<file path="config.mk">
export PLATFORM = sky130hd
export DESIGN_NAME = alu_sequencer
export DESIGN_NICKNAME = d
export VERILOG_FILES = /design/src/rtl/alu_sequencer.sv
export SDC_FILE = /design/constraint.sdc
export NUM_CORES = 1
export LEC_CHECK = 0
export ABC_AREA = 0
export CORE_UTILIZATION = 40
export CTS_BUF_LIST = sky130_fd_sc_hd__clkbuf_16
export CTS_CLUSTER_SIZE = 25
export DETAILED_ROUTE_END_ITERATION = 7
export SYNTH_ARGS = -nofsm -noshare
export SYNTH_HDL_FRONTEND = slang
export SYNTH_SLANG_ARGS = --single-unit
export TNS_END_PERCENT = 30
</file>
<file path="constraint.sdc">
create_clock -name Clock -period 7.4 [get_ports Clock]
set_input_delay 0.74 -clock Clock [delete_from_list [all_inputs] [get_ports Clock]]
set_output_delay 0.74 -clock Clock [all_outputs]
set_load 0.02 [all_outputs]
</file>
<file path="src/rtl/alu_sequencer.sv">
// alu_sequencer: multi-cycle instruction sequencer and R0-R7 register file feeding an external ALU.
module alu_sequencer #(
    parameter int n = 16
) (
    input  logic         Clock,
    input  logic         Reset,
    input  logic         Run,
    input  logic [n-1:0] DIN,
    input  logic [n-1:0] alu_result,
    output logic [n-1:0] alu_a,
    output logic [n-1:0] alu_b,
    output logic [3:0]   alu_op,
    output logic         alu_addsub,
    output logic         Done,
    output logic         Busy,
    input  logic [2:0]   rd_sel,
    output logic [n-1:0] rd_data
);
    typedef enum logic [1:0] {IDLE, T1, T2, T3} state_t;
    state_t       state;
    logic [n-1:0] r [8];
    logic [15:6]  ir;
    logic [n-1:0] a;
    logic [n-1:0] g;
    logic [2:0]   x;
    logic [2:0]   y;
    logic         is_alu;
    assign x          = ir[11:9];
    assign y          = ir[8:6];
    assign alu_op     = ir[15:12];
    assign is_alu     = ir[15:12] <= 4'd5;
    assign alu_a      = a;
    assign alu_b      = r[y];
    assign alu_addsub = ir[15:12] == 4'd1;
    assign rd_data    = r[rd_sel];
    // Done is registered: on accept it is set straight away for single-cycle opcodes
    always_ff @(posedge Clock or posedge Reset) begin
        if (Reset) begin
            state <= IDLE;
            ir    <= '0;
            a     <= '0;
            g     <= '0;
            Done  <= 1'b0;
            Busy  <= 1'b0;
            for (int i = 0; i < 8; i++) r[i] <= '0;
        end else begin
            case (state)
                IDLE: if (Run) begin
                    ir    <= DIN[15:6];
                    state <= T1;
                    Busy  <= 1'b1;
                    Done  <= DIN[15:12] > 4'd5;
                end
                T1: if (is_alu) begin
                    a     <= r[x];
                    state <= T2;
                end else begin
                    if (ir[15:12] == 4'd6) r[x] <= r[y];
                    if (ir[15:12] == 4'd7) r[x] <= DIN;
                    state <= IDLE;
                    Busy  <= 1'b0;
                    Done  <= 1'b0;
                end
                T2: begin
                    g     <= alu_result;
                    state <= T3;
                    Done  <= 1'b1;
                end
                T3: begin
                    r[x]  <= g;
                    state <= IDLE;
                    Busy  <= 1'b0;
                    Done  <= 1'b0;
                end
            endcase
        end
    end
endmodule
</file>
==> results.md, run 1 <==
* Status: completed
* Total GRT Usage at a little over a third
* Crit path to: alu_b[5]
* Hold_buf cts at 0
* Layout cell share with drive strength beyond 1 at 18.36%
* Compound-Gate Fraction of Synth Area at 28.58%
* Largest net degree at the start of global routing at 91
* Simple-gate area share of the yosys netlist at approximately 15%
* H-tree depth at 4
* Num Clock Sinks at 174
* Ant diodes at 0
* VDD IR max at about 280 µV
* Slowest CP cell: dfrtp_2
* DR vias at 14,400
* Data arrival time of the worst path at between 3000 and 4000 ps
* Min cycle time layout at 4087 ps
* Reg-to-reg startpoint: state[0]$_DFFE_PP0P_
* Placer congestion estimate at 0.8954
* Yosys top cell by area: dfrtp_1
* CP max FO at 17
* Worst setup EP type: primary output
* Commonest non-fill, non-tap cell in the layout: dfrtp_1
* WL/cell at around 34 µm
* Longest Clk Path Bufs at 2
* Adder-Cell Fraction of Synth Area at 0%
* Nets at 1,474
* Worst-path clk slew at 80 ps
* Worst-Margin Slew at roughly 1500 ps
* Max Fclk at between 200 and 250 MHz
* Max-Cap Viols at 0
* Hold/Removal Path Class: register to register
* Comb pwr share at between 60% and 70%
* Req. time, crit path at 6660 ps
* Ys flop type: dfrtp_1
* Post-synthesis cell count at 1,462
* Final Skew at around 18 ps
* Slew Limit Fails at 0
* Crit path largest cell delay at a little under 800 ps
* Post-CTS Setup Bufs at 0
* DR DRC count at 0
* Leak Pwr at between 5 and 6 nW
* Final setup fails at 0
* Most frequent cells in the layout: dfrtp_1 (172), o21ai_0 (131), nor2_1 (99), nor3b_1 (96), clkdlybuf4s50_1 (90)
* Synth Area in XOR/XNOR at 0%
* Synth-to-layout area growth at 12.40%
* Synth Warn # at 0
* Cell Area, Synth at 0.01391 mm²
* Largest family of logic cells by synthesized area: compound AO/OA/AOI/OAI gates
* Mux share of post-synthesis cell area at 19.13%
* Final setup margin at 3313 ps
* Sw Share at between 50% and 60%
* Sequential fraction of design power at 25.9%
* Synth top area cells: dfrtp_1 (31%), mux4_2 (10%), o2111a_1 (6.5%), mux2_2 (6.4%), nor3b_1 (5.2%)
* Initial antenna violation count at 5
* Async set-or-reset flop fraction in the synthesized netlist at between 90% and 100%
* Unrepaired setup endpoints after global routing: no
* Worst setup path start: ir[6]$_DFFE_PP0P_
* I/O pins at 93
* Power density over cell area at 509.3 mW/mm²
* Post-Route Utilization at 46.17%
* Mean Syn Cell Area at 9.515 µm²
* Vias in the first global route at 14,110
* Vias per cell at 7.592
* R2r setup slk at 4010 ps
* Clock share of power at 12.2%
* GR Layer Usage met1 at 47.89%
* Die Area at between 0.03 and 0.04 mm²
* Clock latency on the worst-skew pair at approximately 470 ps
* FP Rows at 67
* Core Box Area at 0.03387 mm²
* Initial Util at 41.07%
* CTS root buf: clkbuf_16
* Slew HR at between 1.5 and 2%
* Die Width at between 150 and 200 µm
* Syn nets at 1,500
* Post-CTS sizing at 0
* PortBufs at 92
* R2R cell count at 6
* Post-synth top area share at 31.30%
* Number of buffers created by CTS at 17
* R2r endpoint: r[116]$_DFFE_PP0P_
* Hold_ws at 476.1 ps
* Worst Setup Start Kind: register
* GR Util met2 at 48.94%
* Yosys cell types at between 40 and 50
* Place WS at 3640 ps
* Sw Pwr at about 4.2 mW
* Iter 0 DRT Violations at 2,321
* First-pass GRT wire length at 95,160 µm
* Grt ovf at 0
* CTS tree: done
* #FFs+latches synth at between 150 and 200
* Tcrit/Tclk final at 55.23%
* First drt pass iteration count at 7
* GR Util met3 at around 16%
* Critical path class: register to primary output
* HPWL after DPL at about 36,000 µm
* Gr busiest metal: met2
* Final wirelength at 64,210 µm
* Final hold viol count at 0
* Post-synthesis sequential area ratio at a little under a third
* ANT nets after route at 0
* Internal Power at roughly 3.8 mW
* Chip height at 188.5 µm
* Setup TNS at 0 ps
* Number of synthesized flops with an enable pin at 0
* Crit path cell chain: buf_4 > mux4_2 > mux2_2 > clkdlybuf4s50_1
==> cell type report <==
type                       count  area, µm²
clock inverter                15      172.7
fill                        3221      18230
sequential                   174       4359
timing repair buffer         139       1264
multi-input combinational   1099       8831
tap                          448      560.5
inverter                       5      23.77
clock buffer                  17      425.4
==> logic make-up (layout without fill, tap and decap cells) <==
kind of cell | after synthesis | after routing
compound gates | 529 | 529
simple gates | 401 | 401
buf+inv | 189 | 176
flops | 174 | 174
mux | 169 | 169
==> state kept, by name, summed over array words and instances, names as in the netlist, named ones only <==
| register | flops |
|---|---|
| g | 16 |
| r | 128 |
| ir | 10 |
| state | 1 |
| alu_a | 16 |
| Done | 1 |
| Busy | 1 |
==> how the worst min path moves through the flow <==
stage	startpoint	endpoint	slack [ps]	cells past startpoint
finish	alu_a[0]$_DFFE_PP0P_	alu_a[0]$_DFFE_PP0P_	480	1
detailed placement	alu_a[0]$_DFFE_PP0P_	alu_a[0]$_DFFE_PP0P_	470	1
floorplan	g[10]$_DFFE_PP0P_	g[10]$_DFFE_PP0P_	490	1
global placement	alu_a[12]$_DFFE_PP0P_	alu_a[12]$_DFFE_PP0P_	460	1
global route	alu_a[12]$_DFFE_PP0P_	alu_a[12]$_DFFE_PP0P_	500	1
CTS	alu_a[0]$_DFFE_PP0P_	alu_a[0]$_DFFE_PP0P_	480	1
==> worst max-delay path, delay by kind of cell, from the launching register on <==
family,cells,cell delay (ps)
buffers and inverters,2,1150
flip-flops,1,790
multiplexers,2,930
==> metrics by stage <==
stage          power (mW)  cells  area (µm²)
6_report            7.964   1897       15640
5_1_grt             8.256   1897       15640
4_1_cts             7.717   1897       15640
3_5_place_dp        6.753   1865       15040
3_3_place_gp        6.666   1865       15040
2_1_floorplan       4.970   1462       13910
==> cell usage after synthesis, types with 2 or more instances <==
cell type,instances
a22oi_1,64
mux2_2,79
clkbuf_1,121
a41oi_1,16
nor2_1,100
mux2_4,10
a311oi_2,10
o2111a_1,80
o21ai_1,16
a211oi_2,7
a211oi_4,2
or3b_1,3
o211ai_1,80
inv_1,2
nor3b_1,96
a21oi_1,36
mux2_1,16
or3_1,3
nand3_1,10
nor3_1,81
nand3b_1,3
o32ai_1,32
buf_2,33
nand2_1,68
buf_1,25
nor3b_2,3
a21o_1,16
a31oi_1,32
nand2b_1,2
or2_1,6
inv_2,2
and3b_1,4
buf_4,4
dfrtp_1,174
a311oi_1,6
o21ai_0,131
and2_1,16
mux4_2,64
==> per-layer routing <==
metal	up-vias	wire (µm)
met3	295	10190
met5	-	83
met1	7112	24390
li1	5721	-
met2	1270	25740
met4	4	3816
==> power groups by stage <==
| stage | Clock [mW] | Combinational (mW) | Sequential (mW) |
|---|---|---|---|
| global route | 1.01 | 5.15 | 2.10 |
| global placement | 0 | 4.65 | 2.01 |
| detailed placement | 0 | 4.73 | 2.02 |
| floorplan | 0 | 3.24 | 1.73 |
| CTS | 0.972 | 4.74 | 2.01 |
| finish | 0.973 | 4.93 | 2.06 |
No activity file was read; power rests on OpenSTA's default activity.
==> run 2, diff against run 1 <==
==> constraint.sdc (replaced) <==
create_clock -name Clock -period 3.7 [get_ports Clock]
set_input_delay 0.37 -clock Clock [delete_from_list [all_inputs] [get_ports Clock]]
set_output_delay 0.37 -clock Clock [all_outputs]
set_load 0.02 [all_outputs]
==> results.md, run 2 (synthesis gave the netlist of run 1 again) <==
* Dpl cells at 1,903 (+2.0%)
* Power density over cell area at 998.0 mW/mm² (+96%)
* First drt pass iteration count at 6 (-1)
* Unrepaired setup endpoints after global routing: no
* Status: completed
* Vias in the first global route at 14,320 (+1.5%)
* First-pass GRT wire length at 93,630 µm (-1.6%)
* Finished Cell Area at 0.01596 mm² (+2.1%)
* Final Skew at 15.90 ps (-1.896 ps)
* Largest net degree at the start of global routing at 129 (+42%)
* Die Width at 188.5 µm (unchanged)
* Final setup margin at 392.6 ps (-2920 ps)
* Total power at 15.93 mW (+100%)
* Reg-to-reg startpoint: ir[9]$_DFFE_PP0P_
* Final Non-Filler Cells at 1,932 (+1.8%)
* Slowest CP cell: clkdlybuf4s50_1
* Number of buffers created by CTS at 17 (unchanged)
* Number of flip-flops under the largest register name at 128 (unchanged)
* Place WS at 836.3 ps (-2804 ps)
* Final setup fails at 0 (unchanged)
* VDD IR max at 801.2 µV (+190%)
* Crit path max-delay family: buffers and inverters
* H-tree depth at 4 (unchanged)
* Hold_buf cts at 0 (unchanged)
* Leak Pwr at 5.480 nW (+3.8%)
* WP buf/inv at 2 (unchanged)
* Clock latency on the worst-skew pair at 460 ps (about the same)
* CTS tree: done
* Hold/Removal Path Class: input port to asynchronous set/reset pin
* I/O pins at 93 (unchanged)
* Iter 0 DRT Violations at 2,049 (-12%)
* Vias per cell at 7.543 (-0.64%)
* Final hold viol count at 0 (unchanged)
* Initial antenna violation count at 0 (-5)
* R2R cell count at 6 (unchanged)
* Multi-input gate area at 0.008815 mm² (-0.18%)
* Most frequent cells in the layout: dfrtp_1 (172), o21ai_0 (131), nor2_1 (99), nor3b_1 (96), clkdlybuf4s50_1 (90)
* Setup TNS at 0 ps (unchanged)
* Slew HR at 24.43% (+23 points)
* Critical path class: register to primary output
* Die Area at 0.03553 mm² (unchanged)
* Worst setup path start: ir[6]$_DFFE_PP0P_
* Core Box Area at 0.03387 mm² (unchanged)
* FF+latch area at 0.004359 mm² (unchanged)
* Total GRT Usage at 35.78% (-0.54 points)
* Commonest non-fill, non-tap cell in the layout: dfrtp_1
* Placer congestion estimate at 0.9187 (+2.6%)
* Synth-to-layout area growth at 14.74%
* Post-CTS sizing at 0 (unchanged)
* Worst-Margin Slew at 1134 ps (-341.0 ps)
* Worst Setup Start Kind: register
* Filler cells at 3,235 (+0.43%)
* Ant diodes at 0 (unchanged)
* Tcrit/Tclk final at 89.39%
* Crit path cell chain: buf_4 > mux4_2 > mux2_2 > clkdlybuf4s50_1
* Hold_ws at 458.5 ps (-17.62 ps)
* Worst setup EP type: primary output
* FP Rows at 67 (unchanged)
* R2r endpoint: r[120]$_DFFE_PP0P_
* Post-DP Area at 0.01541 mm² (+2.4%)
* HPWL after DPL at 38,220 µm (+5.8%)
* Chip height at 188.5 µm (unchanged)
* Max-Cap Viols at 0 (unchanged)
* Crit path to: alu_b[10]
* WL/cell at 32.90 µm (-2.8%)
* Data arrival time of the worst path at 2940 ps (-410 ps)
* Crit path largest cell delay at 610 ps (-180 ps)
* Slew Limit Fails at 0 (unchanged)
* Post-Route Utilization at 47.13% (+0.96 points)
* Req. time, crit path at 3330 ps (-3330 ps)
* Max Fclk at 302.4 MHz
* Nets at 1,512 (+2.6%)
* Min cycle time layout at 3307 ps
* Longest Clk Path Bufs at 2 (unchanged)
* DR DRC count at 0 (unchanged)
* Worst-path clk slew at 70 ps (about the same)
* CP max FO at 12 (-5)
* Post-CTS Setup Bufs at 0 (unchanged)
* Initial Util at 41.07% (unchanged)
* DR vias at 14,570 (+1.2%)
* PortBufs at 92 (unchanged)
* R2r setup slk at 900 ps (-3110 ps)
* Layout cell share with drive strength beyond 1 at 19.88% (+1.5 points)
* Num Clock Sinks at 174 (unchanged)
* Largest register by flop count: r
* WP depth at 4 (unchanged)
* Grt ovf at 0 (unchanged)
* ANT nets after route at 0 (unchanged)
* CTS root buf: clkbuf_16
* Final wirelength at 63,560 µm (-1.0%)
-- run 2: layout make-up --
cell class | count | area share [%]
clock buffer | 17 | 2.665
clock inverter | 12 | 0.8152
inverter | 5 | 0.1411
multi-input combinational | 1099 | 55.22
sequential | 174 | 27.31
tap | 448 | 3.512
timing repair buffer | 177 | 10.33
-- run 2: routing by layer --
| metal | global-route usage (%) | wire (µm) |
|---|---|---|
| met1 | 45.77 | 23710 |
| met2 | 49.80 | 26150 |
| met3 | 12.16 | 8904 |
| met4 | 25.87 | 4687 |
| met5 | 2.335 | 111 |
-- run 2: worst min path at each step --
stage / startpoint / end / depth (start not counted)
2_1_floorplan: DIN[12] / ir[12]$_DFFE_PP0P_ / 2
3_3_place_gp: alu_a[11]$_DFFE_PP0P_ / alu_a[11]$_DFFE_PP0P_ / 1
3_5_place_dp: alu_a[6]$_DFFE_PP0P_ / alu_a[6]$_DFFE_PP0P_ / 1
4_1_cts: Reset / r[63]$_DFFE_PP0P_ / 2
5_1_grt: Reset / r[63]$_DFFE_PP0P_ / 2
6_report: Reset / r[80]$_DFFE_PP0P_ / 2
-- run 2: report_power, final --
part,internal (mW),total [mW],switching (mW)
sequential,2.72,3.94,1.23
clock,1.03,1.86,0.826
combinational,3.98,10.1,6.14
